`src/rtl/rst_seq.sv`:
```
`timescale 1ns/1ps
// Staged reset sequencer: qualifies PLL lock, then releases memory, peripheral and CPU resets in order.
// Lock loss or a software request reasserts all three resets together and records the cause.
module rst_seq #(
    parameter int pLockFilt   = 16,
    parameter int pHoldCycles = 16384,
    parameter int pStageGap   = 256
) (
    input  logic       clk,
    input  logic       rst,
    input  logic       locked,
    input  logic       sw_rst_req,
    output logic       rst_mem,
    output logic       rst_periph,
    output logic       rst_cpu,
    output logic       ready,
    output logic [1:0] rst_cause,
    output logic [7:0] rst_count
);

    localparam int CNT_MAX = (pLockFilt > pHoldCycles)
                           ? ((pLockFilt > pStageGap) ? pLockFilt : pStageGap)
                           : ((pHoldCycles > pStageGap) ? pHoldCycles : pStageGap);
    // The counter only ever needs to reach CNT_MAX-1.
    localparam int CW = (CNT_MAX > 1) ? $clog2(CNT_MAX) : 1;

    localparam logic [CW-1:0] LOCK_LAST = CW'(pLockFilt - 1);
    localparam logic [CW-1:0] HOLD_LAST = CW'(pHoldCycles - 1);
    localparam logic [CW-1:0] GAP_LAST  = CW'(pStageGap - 1);
    localparam logic [CW-1:0] CNT_ONE   = CW'(1);

    localparam logic [1:0] CAUSE_POR  = 2'b00;
    localparam logic [1:0] CAUSE_LOCK = 2'b01;
    localparam logic [1:0] CAUSE_SW   = 2'b10;

    typedef enum logic [2:0] {
        WAITLOCK,
        HOLD,
        STAGE1,
        STAGE2,
        RUN
    } state_t;

    state_t        state;
    logic [CW-1:0] cnt;
    logic          lk_meta;
    logic          lk_s;
    logic [7:0]    count_inc;
    logic          in_stage;

    assign count_inc = (rst_count == 8'hFF) ? rst_count : rst_count + 8'd1;
    assign in_stage  = (state == STAGE1) || (state == STAGE2);

    // NOTE: every register here uses <= so all flops sample the pre-edge values of each other.
    always_ff @(posedge clk or posedge rst) begin
        if (rst) begin
            lk_meta    <= 1'b0;
            lk_s       <= 1'b0;
            state      <= WAITLOCK;
            cnt        <= '0;
            rst_mem    <= 1'b1;
            rst_periph <= 1'b1;
            rst_cpu    <= 1'b1;
            ready      <= 1'b0;
            rst_cause  <= CAUSE_POR;
            rst_count  <= 8'd0;
        end else begin
            lk_meta <= locked;
            lk_s    <= lk_meta;

            case (state)
                WAITLOCK: begin
                    if (!lk_s) begin
                        cnt <= '0;
                    end else if (cnt == LOCK_LAST) begin
                        state <= HOLD;
                        cnt   <= '0;
                    end else begin
                        cnt <= cnt + CNT_ONE;
                    end
                end

                default: begin
                    if (!lk_s) begin
                        // Lock loss outranks a simultaneous software request.
                        state      <= WAITLOCK;
                        cnt        <= '0;
                        rst_mem    <= 1'b1;
                        rst_periph <= 1'b1;
                        rst_cpu    <= 1'b1;
                        ready      <= 1'b0;
                        rst_cause  <= CAUSE_LOCK;
                        if (ready || in_stage) begin
                            rst_count <= count_inc;
                        end
                    end else if (sw_rst_req) begin
                        state      <= HOLD;
                        cnt        <= '0;
                        rst_mem    <= 1'b1;
                        rst_periph <= 1'b1;
                        rst_cpu    <= 1'b1;
                        ready      <= 1'b0;
                        rst_cause  <= CAUSE_SW;
                        rst_count  <= count_inc;
                    end else begin
                        case (state)
                            HOLD: begin
                                if (cnt == HOLD_LAST) begin
                                    rst_mem <= 1'b0;
                                    cnt     <= '0;
                                    state   <= STAGE1;
                                end else begin
                                    cnt <= cnt + CNT_ONE;
                                end
                            end
                            STAGE1: begin
                                if (cnt == GAP_LAST) begin
                                    rst_periph <= 1'b0;
                                    cnt        <= '0;
                                    state      <= STAGE2;
                                end else begin
                                    cnt <= cnt + CNT_ONE;
                                end
                            end
                            STAGE2: begin
                                if (cnt == GAP_LAST) begin
                                    rst_cpu <= 1'b0;
                                    ready   <= 1'b1;
                                    cnt     <= '0;
                                    state   <= RUN;
                                end else begin
                                    cnt <= cnt + CNT_ONE;
                                end
                            end
                            default: begin
                                cnt <= '0;
                            end
                        endcase
                    end
                end
            endcase
        end
    end

endmodule

```
`config.mk`:
```
export PLATFORM = sky130hd
export DESIGN_NAME = rst_seq
export DESIGN_NICKNAME = d
export VERILOG_FILES = /design/src/rtl/rst_seq.sv
export SDC_FILE = /design/constraint.sdc
export NUM_CORES = 1
export LEC_CHECK = 0
export ABC_AREA = 1
export CORE_AREA = 3 3 83 85
export CTS_BUF_LIST = sky130_fd_sc_hd__clkbuf_4 sky130_fd_sc_hd__clkbuf_8
export DETAILED_ROUTE_END_ITERATION = 12
export DIE_AREA = 0 0 86 88
export PLACE_DENSITY = 0.54
export SYNTH_ARGS = -nofsm -noshare
export SYNTH_HDL_FRONTEND = slang
export SYNTH_SLANG_ARGS = --single-unit
```
`constraint.sdc`:
```
create_clock -name clk -period 1.7 [get_ports clk]
set_clock_uncertainty 0.1 [all_clocks]
set_input_delay 0.34 -clock clk [delete_from_list [all_inputs] [get_ports clk]]
set_output_delay 0.34 -clock clk [all_outputs]
set_load 0.1 [all_outputs]
```
# [Word level (Yosys, flattened, before mapping)]
# Index checks and enable logic that the tools add are counted.
[classes] add_sub_neg=2 n_reduce_logical=11 eq_ne=19 bitwise_logic=1 muxes=38
[op_table] cell="two-way mux 14 bit" count=7
[op_table] cell="two-way mux 8 bit" count=4
[op_table] cell="one-hot mux 14 bit (2 select lines)" count=1
[op_table] cell="two-way mux 3 bit" count=8
[op_table] cell="two-way mux 1 bit" count=15
[op_table] cell="!= test 3 x 2 -> 1 bit (second input constant)" count=5
[op_table] cell="adder 14 x 1 -> 14 bit (second input constant)" count=1
[op_table] cell="equality test 14 bit (second input constant)" count=1
[op_table] cell="equality test 14 x 4 -> 1 bit (second input constant)" count=1
[op_table] cell="equality test 14 x 8 -> 1 bit (second input constant)" count=1
[op_table] cell="AND reduction 3 bit" count=4
[op_table] cell="!= test 5 x 3 -> 1 bit (second input constant)" count=2
[op_table] cell="one-hot mux 3 bit (3 select lines)" count=1
[op_table] cell="adder 8 x 1 -> 8 bit (second input constant)" count=1
[op_table] cell="equality test 8 bit (second input constant)" count=1
[op_table] cell="equality test 3 x 2 -> 1 bit (second input constant)" count=2
[op_table] cell="!= test 2 bit (second input constant)" count=3
[op_table] cell="!= test 6 x 2 -> 1 bit (second input constant)" count=1
[op_table] cell="AND reduction 6 bit" count=1
[op_table] cell="!= test 5 bit (second input constant)" count=1
[op_table] cell="two-way mux 2 bit" count=2
[op_table] cell="equality test 3 x 1 -> 1 bit (second input constant)" count=1
[op_table] cell="logical NOT 3 bit" count=1
[op_table] cell="logical OR 1 bit" count=2
[op_table] cell="other kinds (4)" count=4
[word_totals] ff_bits=33

# [Logic depth before layout (Yosys ltp)]
[logic_depth] ltp_word=6 mapped_depth=10 mapped_depth_nobuf=10

# [Worst setup path after synthesis]
# No wires, ideal clock.
[synth_path] path_kind="register to register" start="register rst_count[0]" end="register rst_count[4]" t_arrival_ns=1.853 stages_incl_launch_ff=6 slack_ns=-0.417 required_ns=1.436 cell_sequence="dfrtp_1 > ha_1 > nand2_1 > o21ai_4 > nor2_2 > xor2_1"
[synth_via] elab_chain_cells=4
[synth_lines] item="start, declared" line_no="18" rtl="output logic [7:0] rst_count"
[synth_lines] item="start signal, assigned" line_no="94" rtl="rst_count <= count_inc;"
[synth_lines] item="start signal, assigned" line_no="104" rtl="rst_count <= count_inc;"
[synth_lines] item="adder 8 x 1 -> 8 bit / equality test 8 bit (equally long branches)" line_no="51" rtl="assign count_inc = (rst_count == 8'hFF) ? rst_count : rst_count + 8'd1;"
[synth_lines] item="two-way mux 8 bit *" line_no="51"
[synth_lines] item="two-way mux 8 bit, on equally long branches" line_no="93, 96"
[synth_lines] item="two-way mux 8 bit *" line_no="84" rtl="if (!lk_s) begin"
# Mark *: on every way between the ends. The rest lies on a longest branch, timed or not. The select of a mux whose other input is x is not followed.
# A chain may end at the register's enable or synchronous reset.

# [Worst setup path in the final report]
[layout_path] start="register cnt[0]" end="register state[2]"
[layout_via] elab_chain_cells=3
[layout_lines] item="start, declared" line_no="45" rtl="logic [CW-1:0] cnt;"
[layout_lines] item="start signal, assigned" line_no="79" rtl="cnt <= cnt + CNT_ONE;"
[layout_lines] item="start signal, assigned" line_no="113" rtl="cnt <= cnt + CNT_ONE;"
[layout_lines] item="start signal, assigned" line_no="122" rtl="cnt <= cnt + CNT_ONE;"
[layout_lines] item="equality test 14 bit, or another cell as far along" line_no="108" rtl="if (cnt == HOLD_LAST) begin"
[layout_lines] item="!= test 5 bit (no line), or another cell as far along"
[layout_lines] item="AND reduction 6 bit (no line) *"
[layout_lines] item="end signal, assigned" line_no="111" rtl="state <= STAGE1;"
[layout_lines] item="end signal, assigned" line_no="120" rtl="state <= STAGE2;"
[layout_lines] item="end signal, assigned" line_no="130" rtl="state <= RUN;"
[layout_lines] item="end, declared" line_no="44" rtl="state_t state;"
# Mark *: on every way between the ends. The rest lies on a longest branch, timed or not.

==> impl_metrics.tcl <==
set metrics [dict create \
    async_reset_ff_share_pct 100 \
    post-route-period-util_pct 93.1 \
    crit_type "flop to flop" \
    start_kind "flop" \
    tightest_slew_ns 0.255 \
    clockRootBuffer "clkbuf_8" \
    cts.sinks 33 \
    cpMostUsedCell "nand2_2" \
    grt_max_degree 34 \
    wirelength_um 3890 \
    post-dp-hpwl_um 2830 \
    hold_depth 0 \
    clkLatencyLatePin_ns 0.29 \
    power_per_cell_area_nw_per_um2 1520 \
    synth.cell_area_um2 1840 \
    hold_path_class "flop to flop" \
    slowest_stage "dfrtp_1" \
    synth_edf_count 0 \
    fin_crit_ns 1.58 \
    synth.net_count 236 \
    drt-pass1-iter-count 4 \
    grt_use_total_pct 11.9 \
    ys_ff_latch 33 \
    nets 273 \
    cts_tree "done" \
    die_h_um 88 \
    r2r_start "cnt[0]$_DFF_PP0_" \
    clockBufferDepth 2 \
    htreeDepth 2 \
    p_leak_nw 1.18 \
    io_pins 18 \
    setup_viol 0 \
    crit_buf_inv 2 \
    cp_max_fo 3 \
    grt_pass1_vias 1596 \
    rr_worst_depth 10 \
    num_vias 1549 \
    area_delta_synth_final_pct 37.8 \
    relSlewSlack_pct 82.9 \
    grt_pass1_wl_um 7230 \
    drtAntennaViolNets 0 \
    die_w_um 86 \
    cts_buffers 5 \
    path_clk_slew_ns 0.07 \
    status "finished, final reports clean" \
    core_um2 6280 \
    grt-ovfl-total 0 \
    ys_types 26 \
    n_fill_cell 633 \
    finalHoldWorstSlack_ns 0.255 \
    arrival_ns 1.71 \
    post_drt_wl_per_cell_um 11.3 \
    timing.rr.end "state[2]$_DFFE_PP0P_" \
    hold_end "lk_s$_DFF_PP0_" \
    postLayoutCoreUtil_pct 40.5 \
    fmax_mhz 632 \
    rows 29 \
    vdd_drop_max_uv 1250 \
    drt_iter0_drc 73 \
    n_antenna_cell 0 \
    portBuffers 17 \
    ys_seq_area_share_pct 45.0 \
    crit_required_ns 1.82 \
    end_kind "flop" \
    slowest_delay_ns 0.42 \
    cap_violations 0 \
    drive_gt1_share_pct 31.0 \
    min_from "lk_meta$_DFF_PP0_" \
    ctsHoldBuffers 0 \
    syn_inst 230 \
    viasPerCell 4.49 \
    maxSlewViolCount 0 \
    initial_core_util_pct 29.4 \
    place_congestion 0.823 \
    die_area_um2 7570 \
    drc_errors 0 \
    cp_top_family "simple AND/OR/NAND/NOR gates" \
    reg2reg_slack_ns 0.12 \
    synth_flop_cell "dfrtp_1" \
    syn_area_per_cell_um2 8.02 \
    worstPathCellList "ha_4, nand2_2, nor2_4, nand4_1, buf_4, nand2_2, inv_1, nor2_2, nand3_1, nand2_1" \
    yosysWarnings 0 \
    hold_viol_final 0 \
    antenna_found_initial 0 \
]
state kept, by name, indices dropped and copies added, names as in the netlist:
register / count
cnt: 14
rst_count: 8
state: 3
rst_cause: 2
lk_meta: 1
lk_s: 1
ready: 1
rst_cpu: 1
rst_mem: 1
rst_periph: 1
cell usage after synthesis, types with 5 or more instances:
master	count	area (µm²)
a21oi_1	12	60.1
o21ai_0	7	35.0
inv_1	21	78.8
nor2_1	18	67.6
dfrtp_1	30	751
xor2_1	6	52.6
nor2_2	5	31.3
nand2_2	5	31.3
xnor2_1	8	70.1
a21oi_2	5	43.8
nand4_1	5	31.3
nand3_1	14	70.1
nand2_1	69	259
routing by layer:
layer | vias up | share of wire [%] | global-route usage [%]
met5 | - | 0 | 0
met4 | 0 | 2.7 | 4.75
met3 | 11 | 3.7 | 3.67
met2 | 27 | 46 | 19.0
met1 | 709 | 47 | 15.1
li1 | 802 | - | -
layout by cell type, fill, tap and decap left out:
cell type and n:
nand3_1 14, nor3_4 1, clkinvlp_4 1, nand4_1 5
dfrtp_1 20, or2_4 1, xnor2_1 8, clkdlybuf4s50_1 3
nand2_2 6, xor2_1 6, nor2_1 16, ha_1 1
buf_4 14, nand3_2 1, dfrtp_4 2, clkinv_4 1
inv_1 21, inv_2 4, dfrtp_2 8, dfstp_2 3
o21ai_4 1, bufinv_16 1, o21ai_0 7, nor2_2 6
ha_4 1, a21oi_2 5, clkbuf_8 5, nand2_4 1
nor3_1 4, nor2_4 5, buf_12 16, o21a_1 1
nand2_1 67, a21oi_1 12
metrics by stage:
stage	worst slack, ns	cells	instance area [µm²]	setup TNS (ns)	total power, mW
6_report	0.117	345	2540	0	3.85
5_1_grt	-0.0216	345	2540	-0.0567	4.10
4_1_cts	0.0391	343	2490	0	3.87
3_5_place_dp	-0.120	335	2370	-0.625	3.08
3_3_place_gp	-0.105	335	2370	-0.393	3.09
2_1_floorplan	0.0257	230	1860	0	2.41
repair_timing:
action                                  CTS  global route
setup buffers                             0             2
hold endpoints to repair                  0             0
gates resized for setup                   1             9
endpoints found under the setup margin    2            19
pin swaps                                 0            11
area by class of cell:
| cell class | count | area (µm²) | area share, % |
|---|---|---|---|
| Clock buffer | 5 | 68.8 | 2.71 |
| Multi-Input combinational cell | 169 | 933 | 36.7 |
| Clock inverter | 3 | 46.3 | 1.82 |
| Timing Repair Buffer | 33 | 455 | 17.9 |
| Sequential cell | 33 | 847 | 33.3 |
| Inverter | 25 | 93.8 | 3.69 |
| Tap cell | 77 | 96.3 | 3.79 |
kinds of logic (layout without fill, tap and decap cells):
kind of cell | after synthesis | after routing | share of synthesized area [%]
AO/OA/AOI/OAI | 26 | 26 | 8.82
XOR/XNOR | 14 | 14 | 6.65
adder cells (fa/ha/maj) | 2 | 2 | 1.36
buffers and inverters | 28 | 66 | 6.51
flip-flops | 33 | 33 | 45.0
AND/OR/NAND/NOR | 127 | 127 | 31.7
power breakdown:
part / internal, mW / switching, mW / leakage, nW
Sequential: 0.957 / 0.194 / 0.417
Combinational: 0.701 / 1.25 / 0.707
Clock: 0.438 / 0.309 / 0.0543
how the worst max path moves through the flow:
stage | endpoint | depth (start not counted) | from | slack [ns]
2_1_floorplan | rst_count[2]$_DFFE_PP0P_ | 6 | rst_count[1]$_DFFE_PP0P_ | 0.03
3_3_place_gp | rst_count[2]$_DFFE_PP0P_ | 10 | sw_rst_req | -0.10
3_5_place_dp | rst_count[2]$_DFFE_PP0P_ | 10 | sw_rst_req | -0.12
4_1_cts | state[0]$_DFFE_PP0P_ | 10 | cnt[0]$_DFF_PP0_ | 0.04
5_1_grt | state[2]$_DFFE_PP0P_ | 10 | cnt[0]$_DFF_PP0_ | -0.02
6_report | state[2]$_DFFE_PP0P_ | 10 | cnt[0]$_DFF_PP0_ | 0.12
Power figures use the tool's default switching activity.
